===== src/rtl/fifo4_ctrl.sv =====
// rtl/fifo4_ctrl.sv - pointer and flag controller turning a 1R/1W register file into a FIFO
module fifo4_ctrl #(
  parameter int AW = 2
) (
  input  logic          clk,
  input  logic          rst,
  input  logic          flush,
  input  logic          push,
  input  logic          pop,
  output logic [AW-1:0] waddr,
  output logic          wren,
  output logic [AW-1:0] raddr,
  output logic          full,
  output logic          empty,
  output logic [AW:0]   count,
  output logic          ovf,
  output logic          udf
);

  // Occupancy value that means "every slot holds data"
  localparam logic [AW:0] DEPTH = {1'b1, {AW{1'b0}}};

  logic [AW-1:0] wptr;
  logic [AW-1:0] rptr;
  logic [AW:0]   count_next;
  logic          push_ok;
  logic          pop_ok;

  // Flags come from the registered count, so they only move on clock edges
  assign full  = (count == DEPTH);
  assign empty = (count == '0);

  // A pop needs data present; a push at full rides on a same-cycle pop,
  // writing into the slot the consumer is vacating
  assign pop_ok  = pop & ~empty & ~flush;
  assign push_ok = push & ~flush & (~full | pop_ok);

  assign wren  = push_ok;
  assign waddr = wptr;
  assign raddr = rptr;

  // Next occupancy: simultaneous push and pop cancel out
  always_comb begin
    count_next = count;
    case ({push_ok, pop_ok})
      2'b10:   count_next = count + 1'b1;
      2'b01:   count_next = count - 1'b1;
      default: count_next = count;
    endcase
  end

  // Pointer, occupancy and one-cycle reject pulse registers
  always_ff @(posedge clk or posedge rst) begin
    if (rst) begin
      wptr  <= '0;
      rptr  <= '0;
      count <= '0;
      ovf   <= 1'b0;
      udf   <= 1'b0;
    end else if (flush) begin
      wptr  <= '0;
      rptr  <= '0;
      count <= '0;
      ovf   <= 1'b0;
      udf   <= 1'b0;
    end else begin
      if (push_ok) wptr <= wptr + 1'b1;
      if (pop_ok)  rptr <= rptr + 1'b1;
      count <= count_next;
      ovf   <= push & ~push_ok;
      udf   <= pop & empty;
    end
  end

endmodule


===== config.mk =====
export PLATFORM = sky130hd
export DESIGN_NAME = fifo4_ctrl
export DESIGN_NICKNAME = d
export VERILOG_FILES = /design/src/rtl/fifo4_ctrl.sv
export SDC_FILE = /design/constraint.sdc
export NUM_CORES = 1
export LEC_CHECK = 0
export CAP_MARGIN = 20
export CORE_AREA = 3 3 40 42
export DETAILED_ROUTE_END_ITERATION = 7
export DIE_AREA = 0 0 43 45
export PLACE_DENSITY = 0.75
export SYNTH_ARGS = -nofsm -noshare
export SYNTH_HDL_FRONTEND = slang
export SYNTH_SLANG_ARGS = --single-unit

===== constraint.sdc =====
create_clock -name clk -period 3.2 [get_ports clk]
set_input_delay 0.8 -clock clk [delete_from_list [all_inputs] [get_ports clk]]
set_output_delay 0.8 -clock clk [all_outputs]
set_load 0.02 [all_outputs]

Word-level counts from Yosys, hierarchy flattened
Index checks and enable logic that the tools add are counted.

operators by class
  add/subtract/negate cells = 4
  equal/unequal tests = 3
  muxes and demuxes = 8
  bitwise gates (word level) = 11
  reduce and logical (&&, ||, !) cells = 4

operators by type and width
  kind                                              number
  two-way mux 2 bit                                 4
  AND 1 bit                                         6
  one-hot mux 3 bit (2 select lines)                1
  adder 2 x 1 -> 2 bit, second input constant       2
  inverter 1 bit                                    4
  nonzero test 2 bit                                2
  adder 3 x 1 -> 3 bit, second input constant       1
  == test 3 bit, second input constant              1
  logical NOT 3 bit                                 1
  two-way mux 3 bit                                 1
  nonzero test 3 bit                                1
  subtractor 3 x 1 -> 3 bit, second input constant  1
  == test 2 x 1 -> 1 bit, second input constant     1
  == test 2 bit, second input constant              1
  two-way mux 1 bit                                 2
  OR 1 bit                                          1

word-level totals
  flip-flop bits (word level) = 9
  input bits = 5
  output and inout bits = 12

Depth between registers and ports, before layout
Gate-level depths: netlist of run 1.

  depth after elaboration = 9
  mapped depth = 7
  gate-level depth less buffers = 7

Least setup slack after synthesis of run 1
No wires, ideal clock.

  kind = input-to-reg
  from = input port pop
  to = register count[2]
  library setup time = 0.082 ns
  arrival time = 2.263 ns
  path slack = 0.856 ns
  stages = 6
  path buffers = 1
  path through = buf_4 -> nand2_1 -> nor3_1 -> fa_1 -> or4_2 -> a31oi_1

on the way
  word-level cells in the longest chain between the ends = 7
  elaborated cells between the ends (all ways) = 9

ends and longest elaborated chain
  what                                                            RTL line  text
  from (decl)                                                     9         input logic pop,
  AND 1 bit (*) (2 in series)                                     35        assign pop_ok = pop & ~empty & ~flush;
  OR 1 bit                                                        36        assign push_ok = push & ~flush & (~full | pop_ok);
  AND 1 bit                                                       36
  == test 2 x 1 -> 1 bit / == test 2 bit (equally long branches)  45        case ({push_ok, pop_ok})
  one-hot mux 3 bit (2 select lines)                              45
  two-way mux 3 bit                                               60        end else if (flush) begin
  to (signal assigned)                                            69        count <= count_next;
  to (decl)                                                       15        output logic [AW:0] count,

Every way passes the cells marked *; elsewhere a longest branch is shown, timed or not.
A chain may end at the register's enable or synchronous reset.

Final worst setup path of run 1
  from = input port flush
  to = output port wren

on the way
  word-level cells in the longest chain between the ends = 4
  elaborated cells between the ends (all ways) = 5

ends and longest elaborated chain
  what                RTL line  text
  from (decl)         7         input logic flush,
  inverter 1 bit (*)  35, 36
  AND 1 bit           35
  OR 1 bit            36
  AND 1 bit (*)       36
  to (decl)           11        output logic wren,

Marks and branches as above.

==> impl_metrics.toml, run 1 <==
[status]
outcome = "finished, final reports clean"

[synthesis]
synth_top_area_share_pct = 46.0
seq_area_frac_synth_pct = 46.0
avgSynthCellArea_sq_um = 10.2
postSynthCellCount = 48
syn_nets = 54
ys_ff_latch = 9
yosysTopAreaCell = "dfrtp_1"
synth.distinct_cells = 26
ys_warn_count = 0
syn_area_sq_um = 489
netlist_top_cells_area = "dfrtp_1 (46%), xor2_1 (7.2%), nor2_1 (6.9%)"

[drt]
drc = 0
routed_wirelength_um = 1090
wl_per_cell_um = 13.0
first_iter_violations = 4
drtAntennaViolNets = 0
dr.pass1.iters = 4
vias = 436
via_per_inst = 5.19

[clock_tree]
postCtsSetupRepairBufs = 0
htree_levels = 1
clk_pin_slew_worst_paths_ns = 0.06
clockBufferDepth = 2
clk_latency_ns = 0.26
ctsHoldBuffers = 0
cts_buffers = 3
cts_tree = "yes"
clock_sinks = 9
clk_root_buffer_cell = "clkbuf_4"
cts-resized-gates = 0

[layout]
final_cell_mix = "clkdlybuf4s50_1 (16), nor2_1 (9), dfrtp_1 (9), xor2_1 (4)"
fin_nets = 76
mostFrequentLayoutCell = "clkdlybuf4s50_1"
areaGrowthSynthToFinish_pct = 44.0
fillers = 138
diodes = 0
drive_gt1_share_pct = 14.5

[power_and_ir_drop]
ir_drop_v = 0.000378
power_uw = 529
leakage_nw = 0.317
power_density_nw_per_um2 = 751

[sta]
layout_min_cycle_time_ns = 2.88
fmax_mhz = 347
final.setup.tns_ns = 0
timing.hold.ws_ns = 0.547
fin_crit_sh_pct = 90.0
hold_viol = 0
tightest_slew_ns = 0.333
slew_headroom_pct = 77.8
final-setup-viol-count = 0
slew_violations = 0
rsz0062_at_grt = "false"
fin_worst_skew_ns = 0.00766

[grt]
grt_pass1_wl_um = 1800
grt_max_degree = 10
grtUsageTotal_pct = 12.6
grt_pass1_vias = 461
antenna_found_initial = 0
grt-ovfl-total = 0

[die]
fp.dieW_um = 43
dieArea_sq_um = 1940
pin_count = 17
start_util_pct = 38.1
die_h_um = 45
core_sq_um = 1280
rows = 13

[critical_path]
endpoint_kind = "primary output"
crit_path_max_fanout = 7
slowest_delay_ns = 0.61
start_kind = "input pin"
crit_path_frequent_cell = "clkdlybuf4s50_1"
path_class = "in -> out"
cp_slowest_cell = "clkdlybuf4s50_1"
worstPathArrival_ns = 2.08
worstPathRequired_ns = 2.40
cp_cell_sequence = "clkdlybuf4s50_1 -> nor2_1 -> clkdlybuf4s50_1"

[placement]
hpwl_um = 844
gp_congestion = 0.788
io_buffers = 16

[worst_hold_path]
worstHoldPathType = "reg -> reg"

[job]
cap_violations = 0
==> layer usage <==
metal	share of wire, %	GRT usage (%)	up-vias
met4	1.8	5.42	0
met3	5.4	3.59	4
met1	44	14.0	209
met2	49	22.8	17
li1	-	-	206
met5	0	0	-
==> power breakdown <==
part           switching (mW)  total [mW]  internal (mW)  leakage [nW]
logic                   0.135       0.266          0.131         0.182
clock network          0.0390      0.0869         0.0480        0.0150
registers              0.0360       0.177          0.141         0.120
total                   0.210       0.529          0.319         0.317
==> kinds of logic (layout without fill, tap and decap cells) <==
logic type / count (synthesis) / in the layout / share of synthesized area, %
compound gates: 7 / 7 / 9.98
xor+xnor: 4 / 4 / 7.16
fa+ha+maj: 1 / 1 / 4.09
buf+inv: 5 / 26 / 5.11
flops: 9 / 9 / 46.0
mux: 2 / 2 / 4.60
simple gates: 20 / 20 / 23.0
==> Yosys cell counts (all sizes together) <==
cell,n
dfrtp,9
o221ai,1
inv,2
a31oi,1
o211ai,1
nand3,1
or3,1
nor3b,1
nor3,1
nand2,2
fa,1
o21bai,1
or4,1
o21ai,2
xor2,4
or3b,1
mux2,2
nor2,9
and2b,1
nand2b,1
buf,2
nor4b,1
a211o,1
clkinv,1
==> per-stage QoR <==
step	cell area, sq um	instances	setup slack [ns]	utilization, %
CTS	704	84	0.308	54.8
global route	704	84	0.236	54.8
global placement	678	80	0.309	52.8
floorplan	489	48	0.856	-
detailed placement	678	80	0.307	52.8
finish	704	84	0.319	54.8
==> final cells by class <==
class                      instances  area [sq um]  area share [%]
clock buffer                       4          26.3            3.73
inverter                           3          12.5            1.78
multi-input combinational         34           239            33.9
sequential                         9           225            32.0
tap                               15          18.8            2.66
timing repair buffer              19           183            25.9
==> worst max-delay path, delay by kind of cell <==
family	cells	cell delay, ns
AND/OR/NAND/NOR	1	0.15
buffers and inverters	2	1.13
==> flip-flops by register name, summed over array words and instances, names as in the netlist <==
register / flops
waddr: 2
raddr: 2
count: 3
udf: 1
ovf: 1
==> path summary, 6_finish.rpt <==
kind                            startpoint  slack, ns        to  cells past startpoint
worst max register to register    count[0]       0.82  count[2]                      6
worst min-delay path              raddr[1]       0.55  raddr[1]                      2
max in group asynchronous              rst       2.15       udf                      2
worst max-delay path                 flush       0.32      wren                      3
worst min register to register    raddr[1]       0.55  raddr[1]                      2
min in group asynchronous              rst       0.80  raddr[1]                      2
No activity file was read; power rests on OpenSTA's default activity.
==> run 2: changes to the inputs <==
Settings changed: PLACE_DENSITY 0.75 to 0.79, SLEW_MARGIN set to 20.
==> impl_metrics.toml, run 2 (same netlist as run 1, synthesis figures left out) <==
[critical_path]
ff2ff_path_depth = 6
worstPathArrival_ns = 2.11
worstPathRequired_ns = 2.40
endpoint_kind = "primary output"
cp_cell_sequence = "clkdlybuf4s50_1 -> nor2_1 -> clkdlybuf4s50_1"
path_class = "in -> out"
slowest_delay_ns = 0.61
crit_path_frequent_cell = "clkdlybuf4s50_1"
crit_path_max_fanout = 7
start_kind = "input pin"
r2r_slack_ns = 0.81
cp_slowest_cell = "clkdlybuf4s50_1"

[layout]
mostFrequentLayoutCell = "clkdlybuf4s50_1"
largest_register_ff_count = 3
fin_cells = 84
final_cell_mix = "clkdlybuf4s50_1 (16), nor2_1 (9), dfrtp_1 (9), xor2_1 (4)"
regMostFlops = "count"
diodes = 0
fin_nets = 76
areaGrowthSynthToFinish_pct = 44.0
drive_gt1_share_pct = 14.5

[sta]
final.setup.tns_ns = 0
hold_viol = 0
fmax_mhz = 343
slew_headroom_pct = 76.9
layout_min_cycle_time_ns = 2.91
final-setup-viol-count = 0
slew_violations = 0
fin_worst_skew_ns = 0.00274
fin_crit_sh_pct = 91.0
tightest_slew_ns = 0.346
rsz0062_at_grt = "false"

[power_and_ir_drop]
switching_share_pct = 39.5
power_density_nw_per_um2 = 746
p_int_uw = 318
power_frac_clock_pct = 16.8
p_seq_share_pct = 33.3
leakage_nw = 0.317
ir_drop_v = 0.000366
p_switching_uw = 207
pwr-share-comb_pct = 49.9

[grt]
grtUsageTotal_pct = 14.0
grt-ovfl-total = 0
grt_pass1_vias = 410
grt_max_degree = 10
grt_pass1_wl_um = 1890
antenna_found_initial = 0

[die]
dieArea_sq_um = 1940
fp.dieW_um = 43
start_util_pct = 38.1
core_sq_um = 1280
die_h_um = 45
pin_count = 17
rows = 13

[placement]
io_buffers = 16
hpwl_um = 820
dpl.cell_count = 80
gp_congestion = 0.776

[clock_tree]
ctsHoldBuffers = 0
cts_tree = "yes"
clk_root_buffer_cell = "clkbuf_4"
clk_latency_ns = 0.26
clk_pin_slew_worst_paths_ns = 0.06
postCtsSetupRepairBufs = 0
cts_buffers = 3
clock_sinks = 9
cts-resized-gates = 0
htree_levels = 1
clockBufferDepth = 2

[drt]
drc = 0
routed_wirelength_um = 1070
dr.pass1.iters = 4
vias = 427
via_per_inst = 5.08
first_iter_violations = 7
drtAntennaViolNets = 0
wl_per_cell_um = 12.8

[status]
outcome = "finished, final reports clean"

[worst_hold_path]
holdPathStages = 2
worstHoldPathType = "reg -> reg"

[job]
cap_violations = 0
-- run 2: area by class of cell --
type	count	area, sq um
clock buffers	4	26.3
fillers	132	581
inverters	3	12.5
multi-input cells	34	239
flip-flops and latches	9	225
well taps	15	18.8
repair buffers	19	183
-- run 2: power by group through the flow --
stage / Clock [mW] / Combinational (mW) / Sequential (mW)
5_1_grt: 0.0960 / 0.289 / 0.181
2_1_floorplan: 0 / 0.124 / 0.205
3_5_place_dp: 0 / 0.264 / 0.177
3_3_place_gp: 0 / 0.257 / 0.175
6_report: 0.0885 / 0.262 / 0.175
4_1_cts: 0.0902 / 0.266 / 0.175
-- run 2: metrics by stage --
stage          utilization, %  area, sq um  hold WS (ns)  power, mW  worst slack [ns]
3_5_place_dp             52.8          678         0.524      0.441             0.288
5_1_grt                  54.8          704         0.571      0.567             0.247
2_1_floorplan               -          489         0.628      0.330             0.856
3_3_place_gp             52.8          678         0.520      0.433             0.302
6_report                 54.8          704         0.535      0.526             0.287
4_1_cts                  54.8          704         0.543      0.531             0.290
-- run 2: path summary, 6_finish.rpt --
kind,start,end
max,flush,wren
max in group asynchronous,rst,raddr[1]
min in group asynchronous,rst,ovf
max reg2reg,count[0],count[2]
min,waddr[1],waddr[1]
min reg2reg,waddr[1],waddr[1]
-- run 2: worst max-delay path: cells and delay by family --
family	cells	cell delay [ns]
buffers and inverters	2	1.16
AND/OR/NAND/NOR	1	0.15
-- run 2: layer usage --
| layer | up-vias | track usage [%] | wire length, um |
|---|---|---|---|
| met5 | - | 0 | 0 |
| met1 | 199 | 17.4 | 491 |
| met2 | 16 | 19.8 | 473 |
| met3 | 4 | 2.39 | 52 |
| met4 | 0 | 14.5 | 53 |
| li1 | 208 | - | - |
==> run 3: changes to the inputs <==
Clock period 3.2 ns to 2.7 ns, I/O delays scaled along.
==> impl_metrics.toml, run 3 (same netlist as run 1, synthesis figures left out) <==
[drt]
met3_length_um = 56
maxUsedRoutingLayer = "met4"
wl_met1_um = 447
dr.pass1.iters = 4
via_per_inst = 5.00
first_iter_violations = 3
drc = 0
vias = 440
routed_wirelength_um = 1040
wl_per_cell_um = 11.8
wl_met2_um = 516
drtAntennaViolNets = 0

[grt]
grt_pass1_vias = 438
grtUsageTotal_pct = 12.5
antenna_found_initial = 0
grt_max_degree = 10
grt-ovfl-total = 0
grt_pass1_wl_um = 1860

[critical_path]
endpoint_kind = "primary output"
cp_slowest_cell = "clkdlybuf4s50_1"
path_class = "reg -> out"
slowest_delay_ns = 0.59
worstPathArrival_ns = 1.84
worstPathRequired_ns = 2.03
crit_path_max_fanout = 7
cp_cell_sequence = "or3b_1 -> inv_1 -> clkdlybuf4s50_1"
r2r_slack_ns = 0.34
start_kind = "flop"

[sta]
slew_headroom_pct = 76.9
rsz0062_at_grt = "false"
layout_min_cycle_time_ns = 2.52
worst_slack_ns = 0.185
hold_viol = 0
fin_crit_sh_pct = 93.2
tightest_slew_ns = 0.347
fin_worst_skew_ns = 0.00431
final.setup.tns_ns = 0
fmax_mhz = 398
final-setup-viol-count = 0
slew_violations = 0

[clock_tree]
htree_levels = 1
clk_latency_ns = 0.25
clk_pin_slew_worst_paths_ns = 0.06
clockBufferDepth = 2
clock_sinks = 9
cts_tree = "yes"
clk_root_buffer_cell = "clkbuf_4"
cts_buffers = 3

[layout]
fillers = 123
utilization_pct = 57.4
regArea_sq_um = 225
drive_gt1_share_pct = 19.2
multiInputGateArea_sq_um = 239
largest_register_ff_count = 3
diodes = 0
fin_area_sq_um = 737
areaGrowthSynthToFinish_pct = 50.6
fin_nets = 80
regMostFlops = "count"
final_cell_mix = "clkdlybuf4s50_1 (15), nor2_1 (9), dfrtp_1 (9), buf_4 (7), xor2_1 (4)"
mostFrequentLayoutCell = "clkdlybuf4s50_1"

[placement]
hpwl_um = 850
place_area_sq_um = 708
io_buffers = 16
dp_slack_ns = 0.0547
gp_congestion = 0.780

[die]
dieArea_sq_um = 1940
core_sq_um = 1280
fp.dieW_um = 43
die_h_um = 45
rows = 13
pin_count = 17
start_util_pct = 38.1

[power_and_ir_drop]
pwr-share-comb_pct = 51.8
power_density_nw_per_um2 = 866
power_frac_clock_pct = 15.8
power_uw = 638
ir_drop_v = 0.000435
p_switching_uw = 246
switching_share_pct = 38.6
p_int_uw = 392
leakage_nw = 0.351
p_seq_share_pct = 32.4

[job]
cap_violations = 0

[status]
outcome = "finished, final reports clean"

[worst_hold_path]
worstHoldPathType = "reg -> reg"
-- run 3: changes by cell type in the layout (fill, tap and decap cells not counted) --
cell / before / now
buf_4: 3 / 7
clkdlybuf4s50_1: 16 / 15
dlymetal6s2s_1: 0 / 1
-- run 3: what timing repair did --
| item | CTS | global route |
|---|---|---|
| hold buffers | 0 | 0 |
| endpoints found under the setup margin | 0 | 1 |
| buffers inserted | 0 | 0 |
| gates resized for setup | 0 | 1 |
-- run 3: power groups by stage --
stage | Combinational [mW] | Sequential [mW] | Clock (mW)
2_1_floorplan | 0.147 | 0.243 | 0
3_3_place_gp | 0.326 | 0.208 | 0
3_5_place_dp | 0.334 | 0.210 | 0
4_1_cts | 0.336 | 0.208 | 0.102
5_1_grt | 0.365 | 0.214 | 0.110
6_report | 0.331 | 0.207 | 0.101
-- run 3: metrics by stage --
step,hold WS (ns),cells
global route,0.571,88
CTS,0.546,88
floorplan,0.503,48
finish,0.544,88
global placement,0.524,84
detailed placement,0.526,84
-- run 3: per-layer routing --
layer / vias up / global-route usage (%)
met5: - / 0
met4: 0 / 5.42
met3: 2 / 1.59
met2: 16 / 22.5
met1: 208 / 15.1
li1: 214 / -
-- run 3: path summary, 6_finish.rpt --
| kind | startpoint | to | cells past startpoint |
|---|---|---|---|
| min in group asynchronous | rst | udf | 2 |
| setup / recovery | count[0] | full | 3 |
| hold / removal | waddr[1] | waddr[1] | 2 |
| setup reg to reg | count[0] | count[2] | 6 |
| max in group asynchronous | rst | ovf | 2 |
| hold reg to reg | waddr[1] | waddr[1] | 2 |
-- run 3: worst max-delay path: cells and delay by family (launching register included) --
kind                   cells  cell delay [ns]
AND/OR/NAND/NOR            1             0.47
buffers and inverters      2             0.67
flip-flops                 1             0.46
-- run 3: area by class of cell --
type / count / area share, %
Tap cell: 15 / 2.55
Inverter: 3 / 1.70
Sequential cell: 9 / 30.6
Multi-Input combinational cell: 34 / 32.4
Timing Repair Buffer: 23 / 29.2
Clock buffer: 4 / 3.57
